$ cat config.mk
export PLATFORM = sky130hd
export DESIGN_NAME = inv_mix_columns
export DESIGN_NICKNAME = d
export VERILOG_FILES = /design/src/rtl/aes_gf_pkg.sv /design/src/rtl/inv_mix_column.sv /design/src/rtl/inv_mix_columns.sv
export SDC_FILE = /design/constraint.sdc
export NUM_CORES = 1
export LEC_CHECK = 0
export CAP_MARGIN = 20
export CORE_MARGIN = 3
export CORE_UTILIZATION = 45
export CTS_BUF_LIST = sky130_fd_sc_hd__clkbuf_4 sky130_fd_sc_hd__clkbuf_8
export CTS_CLUSTER_DIAMETER = 60
export DETAILED_ROUTE_END_ITERATION = 7
export PLACE_DENSITY_LB_ADDON = 0.12
export REMOVE_ABC_BUFFERS = 1
export SLEW_MARGIN = 20
export SYNTH_ARGS = -nofsm -noshare
export SYNTH_HDL_FRONTEND = slang
export SYNTH_SLANG_ARGS = --single-unit
$ cat constraint.sdc
create_clock -name clk -period 7.8 [get_ports clk]
set_clock_uncertainty 0.05 [all_clocks]
set_input_delay 0.78 -clock clk [delete_from_list [all_inputs] [get_ports clk]]
set_output_delay 0.78 -clock clk [all_outputs]
set_load 0.005 [all_outputs]
$ cat src/rtl/aes_gf_pkg.sv
// GF(2^8) helpers for the AES (Inv)MixColumns stages: xtime-based constant
// multiplies, byte layout of the 128-bit state, and the shared stage FSM encoding.
package aes_gf_pkg;

  localparam int unsigned BYTE_W   = 8;
  localparam int unsigned NUM_ROWS = 4;
  localparam int unsigned NUM_COLS = 4;
  localparam int unsigned COL_W    = NUM_ROWS * BYTE_W;
  localparam int unsigned STATE_W  = NUM_COLS * COL_W;

  typedef enum logic [1:0] {
    IDLE,
    BUSY,
    DONE
  } mc_state_e;

  // Byte s(r,c) lives at [byte_lsb(c,r) +: BYTE_W]; row 0 is the low byte of a column.
  function automatic int unsigned byte_lsb(input int unsigned c, input int unsigned r);
    return COL_W * c + BYTE_W * r;
  endfunction

  function automatic logic [7:0] xtime(input logic [7:0] a);
    return {a[6:0], 1'b0} ^ (a[7] ? 8'h1b : 8'h00);
  endfunction

  function automatic logic [7:0] gf_mul02(input logic [7:0] a);
    return xtime(a);
  endfunction

  function automatic logic [7:0] gf_mul03(input logic [7:0] a);
    return xtime(a) ^ a;
  endfunction

  function automatic logic [7:0] gf_mul09(input logic [7:0] a);
    logic [7:0] x2, x4, x8;
    x2 = xtime(a);
    x4 = xtime(x2);
    x8 = xtime(x4);
    return x8 ^ a;
  endfunction

  function automatic logic [7:0] gf_mul0b(input logic [7:0] a);
    logic [7:0] x2, x4, x8;
    x2 = xtime(a);
    x4 = xtime(x2);
    x8 = xtime(x4);
    return x8 ^ x2 ^ a;
  endfunction

  function automatic logic [7:0] gf_mul0d(input logic [7:0] a);
    logic [7:0] x2, x4, x8;
    x2 = xtime(a);
    x4 = xtime(x2);
    x8 = xtime(x4);
    return x8 ^ x4 ^ a;
  endfunction

  function automatic logic [7:0] gf_mul0e(input logic [7:0] a);
    logic [7:0] x2, x4, x8;
    x2 = xtime(a);
    x4 = xtime(x2);
    x8 = xtime(x4);
    return x8 ^ x4 ^ x2;
  endfunction

endpackage

$ cat src/rtl/inv_mix_column.sv
// Combinational InvMixColumns on a single 32-bit column.
module inv_mix_column
  import aes_gf_pkg::*;
(
  input  logic [COL_W-1:0] col_in,
  output logic [COL_W-1:0] col_out
);

  logic [BYTE_W-1:0] a [NUM_ROWS];

  always_comb begin
    for (int unsigned r = 0; r < NUM_ROWS; r++) begin
      a[r] = col_in[byte_lsb(0, r) +: BYTE_W];
    end
  end

  always_comb begin
    col_out = '0;
    for (int unsigned r = 0; r < NUM_ROWS; r++) begin
      col_out[byte_lsb(0, r) +: BYTE_W] = gf_mul0e(a[r])
                                        ^ gf_mul0b(a[(r + 1) % NUM_ROWS])
                                        ^ gf_mul0d(a[(r + 2) % NUM_ROWS])
                                        ^ gf_mul09(a[(r + 3) % NUM_ROWS]);
    end
  end

endmodule

$ cat src/rtl/inv_mix_columns.sv
// Sequential AES InvMixColumns: latch a state, transform COLS_PER_CYCLE columns
// per clock, then hold the result until the downstream handshake completes.
module inv_mix_columns
  import aes_gf_pkg::*;
#(
  parameter int unsigned COLS_PER_CYCLE = 1
) (
  input  logic                 clk,
  input  logic                 rst_n,
  input  logic                 in_valid,
  output logic                 in_ready,
  input  logic [STATE_W-1:0]   data_in,
  output logic                 out_valid,
  input  logic                 out_ready,
  output logic [STATE_W-1:0]   data_out
);

  if (COLS_PER_CYCLE != 1 && COLS_PER_CYCLE != 2 && COLS_PER_CYCLE != 4) begin : g_bad_cols
    $error("inv_mix_columns: COLS_PER_CYCLE must be 1, 2 or 4");
  end

  localparam int unsigned NUM_GROUPS = NUM_COLS / COLS_PER_CYCLE;
  localparam logic [1:0]  LAST_GROUP = 2'(NUM_GROUPS - 1);

  mc_state_e            state_q, state_d;
  logic [1:0]           cnt_q, cnt_d;
  logic [STATE_W-1:0]   src_q, src_d;
  logic [STATE_W-1:0]   dout_q, dout_d;
  logic                 in_ready_q, in_ready_d;
  logic                 out_valid_q, out_valid_d;

  logic [1:0]           col_idx [COLS_PER_CYCLE];
  logic [COL_W-1:0]     col_in  [COLS_PER_CYCLE];
  logic [COL_W-1:0]     col_out [COLS_PER_CYCLE];

  always_comb begin
    for (int unsigned i = 0; i < COLS_PER_CYCLE; i++) begin
      col_idx[i] = 2'(32'(cnt_q) * COLS_PER_CYCLE + i);
      col_in[i]  = src_q[COL_W * col_idx[i] +: COL_W];
    end
  end

  for (genvar gi = 0; gi < COLS_PER_CYCLE; gi++) begin : g_col
    inv_mix_column u_col (
      .col_in  (col_in[gi]),
      .col_out (col_out[gi])
    );
  end

  always_comb begin
    state_d = state_q;
    cnt_d   = cnt_q;
    src_d   = src_q;
    dout_d  = dout_q;
    case (state_q)
      IDLE: begin
        if (in_valid && in_ready_q) begin
          src_d   = data_in;
          cnt_d   = '0;
          state_d = BUSY;
        end
      end
      BUSY: begin
        for (int unsigned i = 0; i < COLS_PER_CYCLE; i++) begin
          dout_d[COL_W * col_idx[i] +: COL_W] = col_out[i];
        end
        // Leave on the last group explicitly so the 2-bit counter never wraps into a new pass.
        if (cnt_q == LAST_GROUP) begin
          cnt_d   = '0;
          state_d = DONE;
        end else begin
          cnt_d = cnt_q + 2'd1;
        end
      end
      DONE: begin
        if (out_ready && out_valid_q) begin
          state_d = IDLE;
        end
      end
      default: state_d = IDLE;
    endcase
    // Handshake outputs are registered copies of the next state, so they are 0 in reset.
    in_ready_d  = (state_d == IDLE);
    out_valid_d = (state_d == DONE);
  end

  always_ff @(posedge clk or negedge rst_n) begin
    if (!rst_n) begin
      state_q     <= IDLE;
      cnt_q       <= '0;
      src_q       <= '0;
      dout_q      <= '0;
      in_ready_q  <= 1'b0;
      out_valid_q <= 1'b0;
    end else begin
      state_q     <= state_d;
      cnt_q       <= cnt_d;
      src_q       <= src_d;
      dout_q      <= dout_d;
      in_ready_q  <= in_ready_d;
      out_valid_q <= out_valid_d;
    end
  end

  assign in_ready  = in_ready_q;
  assign out_valid = out_valid_q;
  assign data_out  = dout_q;

endmodule

* Word level (Yosys, flattened, before mapping)
Index checks and enable logic that the tools add are counted.
Storage, ports and cells: bits in registers 262, input port bits 132, output and inout bits 130, logic and storage cells 91
Operators by class: add/sub/neg operators 2, equality and inequality tests 5, shift operators 3, muxes and demuxes 20, bitwise logic cells 48, reductions and logical operators 7
Operators with widths (number):
- $xor 8x8->8 | 48
- $bwmux 128 | 1
- $shift 32x34->128 const A | 1
- $shiftx 128x8->32 | 1
- $shiftx 32x34->128 | 1
- $mux 5 | 12
- $neg 7->34 | 1
- $mux 2 | 5
- $eq 2x2->1 const B | 3
- $pmux 2 s3 | 1
- $logic_not 2->1 | 2
- $pmux 2 s2 | 1
- $reduce_and 2->1 | 2
- $add 2x1->2 const B | 1
- $eq 2x1->1 const B | 1
- $logic_and 1x1->1 | 2
- $ne 2x2->1 const B | 1
- $reduce_bool 2->1 | 1

* Depth between registers and ports, before layout
word-level depth 14, gate-level depth with buffers 10, depth with buffers taken out 6

* Hierarchy
A second synthesis with hierarchy kept.
Unflattened totals: cells, all modules 1046, area total of the unflattened synthesis 14575.2 um2
By module, submodules not included:
- inv_mix_columns | instances 1, cells each 832, area an instance 12169.2 um2
- inv_mix_column | instances 1, cells each 214, area an instance 2406.1 um2

* Worst setup path after synthesis
OpenSTA, ideal clock, no wires.
path kind flip-flop to flip-flop, start point register cnt_q[0], end point register dout_q[21], in the netlist data_out[21], setup time 131 ps, data arrival time 2902 ps, required time 7619 ps, slack 4717 ps, stages on the path, launching flop included 10, path through dfrtp_1 -> buf_6 -> buf_6 -> buf_6 -> mux4_2 -> xnor2_1 -> xnor3_1 -> xnor3_1 -> xnor2_1 -> o21ai_1
Between the ends: cells in the longest elaborated chain, start to end 12, elaborated cells between the ends (all ways) 65, classes of those cells add/sub (1); shift (3); mux (13); bitwise (48)
Ends and longest elaborated chain:
- from (decl) | line inv_mix_columns.sv:26 | logic [1:0] cnt_q, cnt_d;
- from (signal assigned) | line inv_mix_columns.sv:97 | cnt_q <= cnt_d;
- $shiftx 128x8->32 | line inv_mix_columns.sv:39 | col_in[i] = src_q[COL_W * col_idx[i] +: COL_W];
- $xor 8x8->8 / $mux 5 (equally long branches) (2 in series) | line aes_gf_pkg.sv:23 | return {a[6:0], 1'b0} ^ (a[7] ? 8'h1b : 8'h00);
- $mux 5 / $xor 8x8->8 (equally long branches) | line aes_gf_pkg.sv:23
- $xor 8x8->8 | line aes_gf_pkg.sv:23
- $xor 8x8->8, on equally long branches | line aes_gf_pkg.sv:55, aes_gf_pkg.sv:63, aes_gf_pkg.sv:47
- $xor 8x8->8, on equally long branches | line aes_gf_pkg.sv:63, aes_gf_pkg.sv:47
- $xor 8x8->8 | line inv_mix_column.sv:21 | ^ gf_mul0b(a[(r + 1) % NUM_ROWS])
- $xor 8x8->8 | line inv_mix_column.sv:22 | ^ gf_mul0d(a[(r + 2) % NUM_ROWS])
- $xor 8x8->8 | line inv_mix_column.sv:23 | ^ gf_mul09(a[(r + 3) % NUM_ROWS]);
- $shiftx 32x34->128 | line inv_mix_columns.sv:65 | dout_d[COL_W * col_idx[i] +: COL_W] = col_out[i];
- $bwmux 128 * | line inv_mix_columns.sv:65
- to (signal assigned) | line inv_mix_columns.sv:99 | dout_q <= dout_d;
- to (decl) | line inv_mix_columns.sv:28 | logic [STATE_W-1:0] dout_q, dout_d;
Every way passes the cells marked *; elsewhere a longest branch is shown, timed or not. A chain may end at the register's enable or synchronous reset.

* Final worst setup path
start point register cnt_q[0], end point register dout_q[69], in the netlist data_out[69]
The elaborated chain is that of the path after synthesis.

==> metrics.csv <==
metric;value;unit
status;completed;
root_buffer;clkbuf_8;
muxShareOfSynthArea;0.0568;
setup-tns-final;0;ns
synth_top_area_cell;dfrtp_1;
setup_viol;0;
synth-xor-area-share;0.183;
io_pins;262;
synth-seq-cells;262;
first_global_vias;9639;
cts_tree;done;
synth_top_area_share;0.514;
initial_core_util;0.465;
rows;60;
clk_latency;0.54;ns
yosysWarnings;0;
startpoint_type;flip-flop;
fmax;0.255;GHz
cts.clk_slew.worst_paths;0.06;ns
synth_compound_area_frac;0.0571;
cts_num_sinks;262;
routedWlPerCell;17.8;um
crit_family;XOR/XNOR gates;
portBuffers;261;
path_cells;buf_4 > mux4_1 > xnor2_4 > xnor3_1 > xnor3_1 > xnor2_1 > o21ai_1;
vias;9310;
fp.dieH;174;um
diodes;0;
h-tree-depth;2;
clock_path_buffers;3;
worst_path_max_delay_cell;mux4_1;
drt_iter0_drc;569;
r2r_setup_slack;3.88;ns
synth_top_family_by_area;XOR/XNOR gates;
critical_path_required;8.16;ns
die_x;174;um
antenna_found_initial;0;
period_share;0.503;
maxCapViolations;0;
wirelength;33.3;mm
hold_viol;0;
vias_per_cell;4.98;
dp_hpwl;23.7;mm
area_growth;29.9;%
synthDistinctLibCells;32;
cts_resized;0;
end_kind;flip-flop;
crit_fanout;28;
ant_nets;0;
final_area;16600;um^2
max_slew.worst_pin.slew;1.09;ns
synth_fa_ha_area_frac;0.00589;
grt.total_usage;0.221;
placed_area;15600;um^2
ys_async_sr_fraction;1.00;
maxSlewHeadroom;0.270;
postSynthAreaPerCell;10.5;um^2
place.gp.congestion;0.862;
first_pass_iters;4;
grt_setup_unrepaired;no;
synth_area;12800;um^2
overflow;0;
cpPeakStageDelay;0.79;ns
hold_slack;0.114;ns
cts_buffers;44;
syn_inst;1219;
cts_setup_buffers;0;
synth-simple-area-share;0.156;
drive_gt1_frac;0.0994;
min_path_type;in2async;
fin_nets;1606;
core;27400;um^2
cp_common_cell;xnor3_1;
grt_start_max_net_pins;137;
dieArea;30400;um^2
crit_type;reg2reg;
final_max_slew_viol_count;0;
synth_edf_count;0;
synthFlopType;dfrtp_1;
grt_pass1_wl;53.5;mm
drc;0;
fill_cells;2378;
arrival;4.28;ns
ys_seq_area_frac;0.514;
hold_buffers;0;
synth_top_cells_by_area;dfrtp_1 51%, nand2_1 15%, xnor2_1 7.5%;
post-route-util;0.604;
period_needed;3.92;ns
critPathBufInv;1;
[worst reg2reg max path, stage by stage, from the launching register on]
cell and delay, ns:
dfrtp_2 0.56, buf_4 0.56, mux4_1 0.81, xnor2_4 0.33, xnor3_1 0.53, xnor3_1 0.44
xnor2_1 0.38, o21ai_1 0.14
[logic make-up (layout without fill, tap and decap cells)]
group,count (synthesis),in the layout
buffers and inverters,75,355
multiplexers,32,32
adder cells (fa/ha/maj),6,6
AND/OR/NAND/NOR,524,524
XOR/XNOR,186,186
AO/OA/AOI/OAI,134,134
flip-flops,262,262
[cell usage in the layout (no fill, tap or decap), types with 6 or more instances in the layout]
cell type / n
o21ai_0: 49
a22o_1: 12
clkbuf_8: 52
dfrtp_1: 260
clkdlybuf4s50_1: 260
ha_1: 6
buf_4: 13
xor2_1: 22
mux4_2: 31
xnor2_1: 109
xor3_1: 9
clkbuf_4: 17
nand2_1: 507
xnor3_1: 24
xnor2_2: 10
o21ai_1: 68
[layout make-up]
type,instances,area (um^2),share of cell area
Sequential cell,262,6560,0.396
Clock inverter,8,70.1,0.00423
Clock buffer,69,843,0.0509
Tap cell,372,465,0.0281
Timing Repair Buffer,275,2740,0.166
Inverter,3,11.3,0.000680
Multi-Input combinational cell,882,5870,0.354
[Yosys cell counts, drive strengths merged, types with 3 or more instances]
library cell	n
nor2	3
o21ai	117
xnor3	26
xnor2	124
inv	3
nor3	4
clkbuf	55
xor2	27
dfrtp	262
or3	3
a22o	12
nand2	507
xor3	9
mux4	32
ha	6
buf	17
[registers in the layout, summed over array words and instances (netlist names)]
name	count
in_ready	1
cnt_q	2
state_q	2
data_out	128
out_valid	1
src_q	128
[final timing paths]
check | startpoint | endpoint | cells past startpoint
worst min register to register | src_q[25] | src_q[25] | 2
min in group clk | src_q[25] | src_q[25] | 2
worst max register to register | cnt_q[0] | data_out[69] | 7
worst min-delay path | rst_n | data_out[110] | 1
worst max-delay path | cnt_q[0] | data_out[69] | 7
max in group asynchronous | rst_n | cnt_q[0] | 3
[through the flow]
step                      instances  setup WS [ns]
after floorplan                1147           3.64
after global placement         1793           3.89
after detailed placement       1793           3.85
after CTS                      1870           3.80
after global routing           1871           3.55
final                          1871           3.88
[per-layer routing]
layer	routed length (um)	part of all wire	global-route usage	vias to the layer above
met5	0	0	0	-
met4	454	0.014	0.0546	0
met3	1810	0.054	0.0393	32
met2	15000	0.45	0.339	315
met1	16000	0.48	0.328	4531
li1	-	-	-	4432
Power is not shown: default switching activity piles up to over one toggle a cycle in this logic, so the estimate is an artifact.
